### src/rtl/collision_score.sv
// collision_score: per-frame hit/score evaluator for the bird game.
// Each accepted frame snapshots bird and pipe positions, checks the ground and
// three pipes one per cycle, then sets the sticky dead flag or bumps the BCD score.
// Ports:
//   clk, rstn                   clock, asynchronous active-low reset
//   new_frame                   one-cycle pulse per video frame
//   game_start, game_fly        game FSM state levels (START / FLY)
//   bird_pos_x/y, pipeN_pos_x/y signed 16-bit positions (x vertical, y scroll)
//   dead                        sticky hit flag
//   score_bcd, best_bcd         3-digit BCD score and best score
//   score_pulse                 one-cycle pulse per score increment
//   busy                        high while a frame evaluation is in progress
module collision_score #(
    parameter int BIRD_W   = 34,
    parameter int BIRD_H   = 24,
    parameter int PIPE_W   = 52,
    parameter int GAP      = 100,
    parameter int GROUND_X = 104,
    parameter int SPEED    = 5
) (
    input  logic               clk,
    input  logic               rstn,
    input  logic               new_frame,
    input  logic               game_start,
    input  logic               game_fly,
    input  logic signed [15:0] bird_pos_x,
    input  logic signed [15:0] bird_pos_y,
    input  logic signed [15:0] pipe1_pos_x,
    input  logic signed [15:0] pipe1_pos_y,
    input  logic signed [15:0] pipe2_pos_x,
    input  logic signed [15:0] pipe2_pos_y,
    input  logic signed [15:0] pipe3_pos_x,
    input  logic signed [15:0] pipe3_pos_y,
    output logic               dead,
    output logic [11:0]        score_bcd,
    output logic [11:0]        best_bcd,
    output logic               score_pulse,
    output logic               busy
);

    localparam int unsigned POS_W = 16;
    localparam int unsigned EXT_W = 18;

    // Constants pre-folded so every compare is a plain signed 18-bit compare.
    localparam logic signed [EXT_W-1:0] K_BIRD_W1 = EXT_W'(BIRD_W - 1);
    localparam logic signed [EXT_W-1:0] K_BIRD_H1 = EXT_W'(BIRD_H - 1);
    localparam logic signed [EXT_W-1:0] K_PIPE_W1 = EXT_W'(PIPE_W - 1);
    localparam logic signed [EXT_W-1:0] K_PIPE_W  = EXT_W'(PIPE_W);
    localparam logic signed [EXT_W-1:0] K_GAP1    = EXT_W'(GAP - 1);
    localparam logic signed [EXT_W-1:0] K_GROUND  = EXT_W'(GROUND_X);
    localparam logic signed [EXT_W-1:0] K_SPEED   = EXT_W'(SPEED);

    typedef enum logic [2:0] {
        ST_IDLE   = 3'd0,
        ST_SNAP   = 3'd1,
        ST_CHK_G  = 3'd2,
        ST_CHK_P1 = 3'd3,
        ST_CHK_P2 = 3'd4,
        ST_CHK_P3 = 3'd5,
        ST_UPDATE = 3'd6
    } state_e;

    state_e                   state_q;
    logic                     dead_q;
    logic [11:0]              score_q;
    logic [11:0]              best_q;
    logic                     pulse_q;
    logic                     busy_q;
    logic                     hit_acc_q;
    logic                     pass_acc_q;
    logic signed [POS_W-1:0]  bx_q, by_q;
    logic signed [POS_W-1:0]  p1x_q, p1y_q, p2x_q, p2y_q, p3x_q, p3y_q;

    logic signed [EXT_W-1:0]  bx, by, px, py;
    logic                     gnd_hit, y_ovl, pipe_hit, pipe_pass;
    logic [11:0]              score_inc;

    // Next BCD value with per-digit carry; caller guarantees value < 999.
    function automatic logic [11:0] bcd_inc(input logic [11:0] v);
        logic [3:0] d0, d1, d2;
        d0 = v[3:0];
        d1 = v[7:4];
        d2 = v[11:8];
        if (d0 == 4'd9) begin
            d0 = 4'd0;
            if (d1 == 4'd9) begin
                d1 = 4'd0;
                d2 = d2 + 4'd1;
            end else begin
                d1 = d1 + 4'd1;
            end
        end else begin
            d0 = d0 + 4'd1;
        end
        return {d2, d1, d0};
    endfunction

    // Pipe under test is selected by the current check state.
    always_comb begin
        bx = EXT_W'(bx_q);
        by = EXT_W'(by_q);
        px = EXT_W'(p1x_q);
        py = EXT_W'(p1y_q);
        case (state_q)
            ST_CHK_P2: begin
                px = EXT_W'(p2x_q);
                py = EXT_W'(p2y_q);
            end
            ST_CHK_P3: begin
                px = EXT_W'(p3x_q);
                py = EXT_W'(p3y_q);
            end
            default: ;
        endcase
    end

    assign gnd_hit   = (bx <= K_GROUND);
    assign y_ovl     = (py <= by + K_BIRD_W1) && (py + K_PIPE_W1 >= by);
    assign pipe_hit  = y_ovl && ((bx < px) || (bx + K_BIRD_H1 > px + K_GAP1));
    // Trailing edge crossed the bird's left edge during this frame's scroll.
    assign pipe_pass = (by - K_SPEED < py + K_PIPE_W) && (py + K_PIPE_W <= by);
    assign score_inc = bcd_inc(score_q);

    always_ff @(posedge clk or negedge rstn) begin
        if (!rstn) begin
            state_q    <= ST_IDLE;
            dead_q     <= 1'b0;
            score_q    <= 12'h000;
            best_q     <= 12'h000;
            pulse_q    <= 1'b0;
            busy_q     <= 1'b0;
            hit_acc_q  <= 1'b0;
            pass_acc_q <= 1'b0;
            bx_q       <= '0;
            by_q       <= '0;
            p1x_q      <= '0;
            p1y_q      <= '0;
            p2x_q      <= '0;
            p2y_q      <= '0;
            p3x_q      <= '0;
            p3y_q      <= '0;
        end else begin
            pulse_q <= 1'b0;
            case (state_q)
                ST_IDLE: begin
                    if (new_frame) begin
                        if (game_start) begin
                            dead_q  <= 1'b0;
                            score_q <= 12'h000;
                        end else if (game_fly && !dead_q) begin
                            state_q    <= ST_SNAP;
                            busy_q     <= 1'b1;
                            hit_acc_q  <= 1'b0;
                            pass_acc_q <= 1'b0;
                        end
                    end
                end
                ST_SNAP: begin
                    bx_q    <= bird_pos_x;
                    by_q    <= bird_pos_y;
                    p1x_q   <= pipe1_pos_x;
                    p1y_q   <= pipe1_pos_y;
                    p2x_q   <= pipe2_pos_x;
                    p2y_q   <= pipe2_pos_y;
                    p3x_q   <= pipe3_pos_x;
                    p3y_q   <= pipe3_pos_y;
                    state_q <= ST_CHK_G;
                end
                ST_CHK_G: begin
                    hit_acc_q <= hit_acc_q | gnd_hit;
                    state_q   <= ST_CHK_P1;
                end
                ST_CHK_P1, ST_CHK_P2, ST_CHK_P3: begin
                    hit_acc_q  <= hit_acc_q | pipe_hit;
                    pass_acc_q <= pass_acc_q | pipe_pass;
                    state_q    <= (state_q == ST_CHK_P1) ? ST_CHK_P2 :
                                  (state_q == ST_CHK_P2) ? ST_CHK_P3 : ST_UPDATE;
                end
                ST_UPDATE: begin
                    if (hit_acc_q) begin
                        dead_q <= 1'b1;
                        if (score_q > best_q) begin
                            best_q <= score_q;
                        end
                    end else if (pass_acc_q && (score_q != 12'h999)) begin
                        score_q <= score_inc;
                        pulse_q <= 1'b1;
                    end
                    busy_q  <= 1'b0;
                    state_q <= ST_IDLE;
                end
                default: begin
                    busy_q  <= 1'b0;
                    state_q <= ST_IDLE;
                end
            endcase
        end
    end

    assign dead        = dead_q;
    assign score_bcd   = score_q;
    assign best_bcd    = best_q;
    assign score_pulse = pulse_q;
    assign busy        = busy_q;

endmodule

### config.mk
export PLATFORM = sky130hd
export DESIGN_NAME = collision_score
export DESIGN_NICKNAME = d
export VERILOG_FILES = /design/src/rtl/collision_score.sv
export SDC_FILE = /design/constraint.sdc
export NUM_CORES = 1
export LEC_CHECK = 0
export ABC_CLOCK_PERIOD_IN_PS = 6810
export CORE_ASPECT_RATIO = 0.7
export CORE_MARGIN = 5
export CORE_UTILIZATION = 35
export DETAILED_ROUTE_END_ITERATION = 16
export PLACE_DENSITY = 0.53
export SYNTH_ARGS = -nofsm -noshare
export SYNTH_HDL_FRONTEND = slang
export SYNTH_SLANG_ARGS = --single-unit
### constraint.sdc
create_clock -name clk -period 6.81 [get_ports clk]
set_input_delay 0.681 -clock clk [delete_from_list [all_inputs] [get_ports clk]]
set_output_delay 0.681 -clock clk [all_outputs]
set_load 0.1 [all_outputs]
======== Word-level counts from Yosys, hierarchy flattened ========
Index checks and enable logic that the tools add are counted.
storage, ports and cells
  register bits ........................... 160
  logic and storage cells ................. 113
cells by class
  reductions and logical operators ........ 22
  bitwise logic cells ..................... 4
  equal/unequal tests ..................... 18
  muxes and demuxes ....................... 34
  $lt $le $gt $ge ......................... 8
  add/subtract/negate cells ............... 9
operator list
  operator                                                                           count
  18-bit case mux with 2 select lines                                                2
  12-bit two-way mux                                                                 4
  18-bit by 7-bit adder with 18-bit output, second input constant                    2
  12-bit case mux with 2 select lines                                                1
  4-bit two-way mux                                                                  5
  18-bit by 8-bit adder with 18-bit output, second input constant                    1
  18-bit by 16-bit greater-or-equal comparator with 1-bit output                     1
  17-bit by 18-bit greater-than comparator with 1-bit output                         1
  18-bit by 16-bit less-or-equal comparator with 1-bit output                        1
  18-bit by 17-bit less-or-equal comparator with 1-bit output                        1
  16-bit by 18-bit < comparator with 1-bit output                                    1
  17-bit by 18-bit < comparator with 1-bit output                                    1
  2-bit inequality test, second input constant                                       9
  16-bit by 6-bit adder with 17-bit output, second input constant                    1
  16-bit by 7-bit adder with 17-bit output, second input constant                    1
  16-bit by 4-bit subtractor with 17-bit output, second input constant               1
  16-bit by 8-bit less-or-equal comparator with 1-bit output, second input constant  1
  4-bit AND reduction                                                                4
  4-bit by 1-bit adder with 4-bit output, second input constant                      3
  12-bit greater-than comparator                                                     1
  1-bit two-way mux                                                                  12
  12-bit inequality test, second input constant                                      1
  3-bit case mux with 4 select lines                                                 1
  3-bit == test, second input constant                                               3
  other kinds (21)                                                                   36

======== Longest topological paths before layout ========
  word-level depth ........................ 8
  mapped depth ............................ 18
  gate-level depth less buffers ........... 16

======== Worst setup path before layout ========
OpenSTA, ideal clock, no wires.
  path type ............................... register -> register
  start ................................... register state_q[2]
  end ..................................... register hit_acc_q
  cell stages (with the launch flop) ...... 18
  required time ........................... 6,669 ps
  clock period less this slack ............ 3,778 ps
  path slack .............................. 3,032 ps
  arrival time ............................ 3,637 ps
  buffers on the path ..................... 2
  cells stage by stage .................... dfrtp_1 buf_6 nor2b_4 buf_12 mux2i_2 a2111o_1 a311oi_2 nand2b_2 nor4b_4 xor2_1 ha_1 nand4_1 nor4_1 nand4_1 o21ai_0 a21oi_1 o311ai_0 o32ai_1
between the ends
  cells in the longest elaborated chain, start to end .. 8
  elaborated cells between the ends (all ways) .. 24
  those cells by class .................... add/sub (2); order compare (4); eq/ne (7); mux (3); bitwise (1); reduce/logical (7)
RTL lines
  element                                                                                                                                              RTL line  source
  start, declared                                                                                                                                      63        state_e state_q;
  start signal, assigned                                                                                                                               176       state_q <= (state_q == ST_CHK_P1) ? ST_CHK_P2 :
  3-bit == test                                                                                                                                        104, 144
  18-bit case mux with 2 select lines                                                                                                                  104       case (state_q)
  18-bit by 7-bit adder with 18-bit output / 18-bit by 8-bit adder with 18-bit output (equally long branches)                                          118, 119
  18-bit by 16-bit greater-or-equal comparator with 1-bit output / 17-bit by 18-bit greater-than comparator with 1-bit output (equally long branches)  118, 119
  1-bit logical AND / 1-bit logical OR (equally long branches)                                                                                         118, 119
  1-bit logical AND                                                                                                                                    119       assign pipe_hit = y_ovl && ((bx < px) || (bx + K_BIRD_H1 > px + K_GAP1));
  1-bit OR                                                                                                                                             174       hit_acc_q <= hit_acc_q | pipe_hit;
  1-bit case mux with 3 select lines                                                                                                                   144       case (state_q)
  end signal, assigned                                                                                                                                 170       hit_acc_q <= hit_acc_q | gnd_hit;
  end signal, assigned                                                                                                                                 174
  end, declared                                                                                                                                        69        logic hit_acc_q;
Several ways; a longest one is shown, not always the timed one.
A chain may end at the register's enable or synchronous reset.

======== Worst setup path in the final report ========
Same ends and word-level chain as after synthesis.

==> flow_metrics.env <==
export IMPL_status="finished, final reports clean"
export IMPL_rsz0062_at_grt="false"
export IMPL_firstDrtPassIters=5
export IMPL_synth_area_leaders="dfrtp_1, ha_1, mux2_2"
export IMPL_fillerInstances=3051
export IMPL_final_nets=1512
export IMPL_avgViaCountPerCell=5.027
export IMPL_ys_flop_type="dfrtp_1"
export IMPL_ys_warn_count=0
export IMPL_crit_fanout=21
export IMPL_synth_top_area_share_pct=36.00
export IMPL_area_delta_synth_final_pct=23.06
export IMPL_p_sw_mw=3.429
export IMPL_crit_start="state_q[2]"
export IMPL_combPwrFrac_pct=62.5
export IMPL_tightestPinTransition_ps=1091
export IMPL_drtIter0Drc=554
export IMPL_cp_slowest_stage_delay_ps=800
export IMPL_timing_fmax_ghz=0.1992
export IMPL_ys_async_sr_fraction_pct=100.0
export IMPL_grt_max_degree=95
export IMPL_clkTransAtPathRegs_ps=70
export IMPL_final_setup_worst_slack_ps=1790
export IMPL_fin_setup_tns_ps=0
export IMPL_final_setup_skew_ps=8.777
export IMPL_numCtsBuffers=17
export IMPL_drive_gt1_share_pct=14.33
export IMPL_final_hold_viol_count=0
export IMPL_hp_class="input pin to async pin"
export IMPL_intPower_mw=4.038
export IMPL_die_x_um=223.1
export IMPL_ys_types=65
export IMPL_required_ps=7120
export IMPL_p_seq_share_pct=24.4
export IMPL_p_leak_nw=5.911
export IMPL_r2r_start="state_q[2]"
export IMPL_finalInstanceArea_um2=13690
export IMPL_place_area_um2=13110
export IMPL_synth_edf_count=0
export IMPL_cpLargestDelayFamily="simple AND/OR/NAND/NOR gates"
export IMPL_die_area_um2=35500
export IMPL_grt_pass1_wl_um=48510
export IMPL_cts_resized=0
export IMPL_slowest_stage="nor2b_4"
export IMPL_worst_setup_path_start_kind="flip-flop"
export IMPL_gp_congestion=0.8608
export IMPL_cts_max_level=4
export IMPL_max_slew_margin_pct=25.38
export IMPL_ios=160
export IMPL_drv_cap=0
export IMPL_rows=54
export IMPL_diodes=0
export IMPL_crit_type="flip-flop to flip-flop"
export IMPL_ys_seq_area_share_pct=36.00
export IMPL_netlist_instances=1110
export IMPL_wl_um=30080
export IMPL_syn_area_um2=11120
export IMPL_yosys_area_share_adder_pct=13.88
export IMPL_dp_hpwl_um=23200
export IMPL_synth_mux_area_share_pct=16.16
export IMPL_power_density_nw_per_um2=545.6
export IMPL_syn_avg_cell_area_um2=10.02
export IMPL_crit_arrival_ps=5320
export IMPL_wl_per_cell_um=17.80
export IMPL_synth_area_leader_cell="dfrtp_1"
export IMPL_initial_core_util_pct=35.56
export IMPL_worstSkewPairLatency_ps=450
export IMPL_crit_path_end_kind="flip-flop"
export IMPL_cts_setup_buffers=0
export IMPL_grt_usage_pct=17.05
export IMPL_portBuffers=159
export IMPL_fin_util_pct=43.76
export IMPL_grt_antenna_before_repair=1
export IMPL_cts_sinks=160
export IMPL_detail_route_antenna_nets=0
export IMPL_cts_tree="built"
export IMPL_swShare_pct=45.92
export IMPL_synth_nets=1364
export IMPL_die_h_um=159.2
export IMPL_pwr_share_clk_pct=13.1
export IMPL_period_share_pct=73.71
export IMPL_synthXorXnorAreaFrac_pct=6.693
export IMPL_path_cells="nor2b_4 > mux2i_1 > a2111o_1 > a311oi_2 > nand2b_2 > nor3_1 > xor2_1 > ha_1 > nand4_1 > nor4_1 > nand4_1 > o21ai_0 > a21oi_1 > o311ai_0 > o32ai_1"
export IMPL_grt_ovfl_total=0
export IMPL_cpMostUsedCell="nand4_1"
export IMPL_synth_top_family_by_area="multiplexers"
export IMPL_ir_worst_vdd_mv=0.2068
export IMPL_grt_pass1_vias=8639
export IMPL_pre_cts_ws_ps=1772
export IMPL_synth_compound_area_share_pct=10.75
export IMPL_ys_seq_elements=160
export IMPL_setup_viol=0
export IMPL_fp_coreArea_um2=31280
export IMPL_cts_hold_buf=0
export IMPL_synthSimpleGateAreaFrac_pct=12.07
export IMPL_min_period_ps=5020
export IMPL_drc_errors=0
export IMPL_cts_max_path_buffers=2
export IMPL_clock_root_buffer="clkbuf_16"
export IMPL_vias=8496
export IMPL_slew_viol_final=0
export IMPL_crit_buf_inv=0
## cells in the final DEF, fill, tap and decap left out, drive strengths merged, types with 3 or more instances in the layout
cell,instances
and4,5
xor2,22
a21o,22
a2111oi,5
clkdlybuf4s50,158
mux2,130
buf,8
clkinv,5
inv,80
nand4,19
nor2,57
nor3,16
maj3,3
o211ai,5
and3,9
a211oi,7
o2111ai,5
xnor2,63
o21ai,57
nand2b,12
nand2,86
mux2i,33
a21oi,62
or3,3
nor2b,9
nand3b,5
o31ai,3
nand3,17
dfrtp,160
nor4,12
ha,121
or2,7
and2,3
clkbuf,22
## routing by layer
metal | part of all wire [%] | routed length (µm) | GRT usage, %
met1 | 54 | 16190 | 26.61
met3 | 5.3 | 1603 | 4.184
met4 | 1.3 | 378 | 4.147
met2 | 40 | 11900 | 23.37
met5 | 0.023 | 7 | 0
## final cells by class
cell class	count	area, µm²	area share, %
clock buffers	22	474.2	3.464
clock inverters	9	107.6	0.7861
inverters	80	300.3	2.194
multi-input cells	833	6630	48.44
flip-flops and latches	160	4005	29.26
well taps	420	525.5	3.839
repair buffers	166	1645	12.02
## through the flow
stage,instances,power [mW],hold slack (ps)
after global placement,1659,6.406,468.8
final,1690,7.468,303.0
after CTS,1690,7.503,339.1
after floorplan,1110,5.257,385.4
after detailed placement,1659,6.455,468.2
after global routing,1690,8.221,375.4
## power by group through the flow
stage	registers [mW]	logic (mW)	clock network, mW
2_1_floorplan	1.82	3.44	0
3_3_place_gp	1.84	4.57	0
3_5_place_dp	1.83	4.62	0
4_1_cts	1.82	4.67	1.01
5_1_grt	1.89	5.29	1.05
6_report	1.82	4.66	0.981
## state kept, by name, summed over array words and instances, names as in the netlist
register	count
p3y_q	16
p3x_q	16
best_bcd	12
pass_acc_q	1
by_q	16
busy	1
p2y_q	16
dead	1
score_pulse	1
bx_q	16
hit_acc_q	1
score_bcd	12
p2x_q	16
state_q	3
p1y_q	16
p1x_q	16
## path summary, 6_finish.rpt
path / to / slack, ps / cells after the start
worst max-delay path: hit_acc_q / 1790 / 15
worst min-delay path: score_bcd[4] / 300 / 1
worst max register to register: hit_acc_q / 1790 / 15
worst min register to register: busy / 480 / 1
max in group asynchronous: p1x_q[13] / 5050 / 2
min in group clk: busy / 480 / 1
## logic make-up after synthesis
kind of cell | after synthesis
fa+ha+maj | 124
buf+inv | 117
xor+xnor | 85
flops | 160
mux | 163
simple gates | 268
compound gates | 193
## synthesized netlist by cell type, types with 3 or more instances
cell type	number
or3_1	3
and4_1	5
dfrtp_1	160
a21oi_1	62
or2_2	6
nor2_1	57
mux2i_1	32
and2_1	3
o31ai_1	3
nand3_1	17
a211oi_1	7
o21ai_0	56
nor2b_1	8
and3_1	9
maj3_1	3
xnor2_1	63
nor3_1	16
xor2_1	22
nand4_1	19
nand2b_1	11
ha_1	121
a2111oi_0	5
nand3b_1	5
mux2_2	130
nand2_1	86
a21o_1	22
o211ai_1	5
o2111ai_1	5
buf_2	16
nor4_1	11
clkbuf_1	16
inv_1	79
No activity file was read; power rests on OpenSTA's default activity.
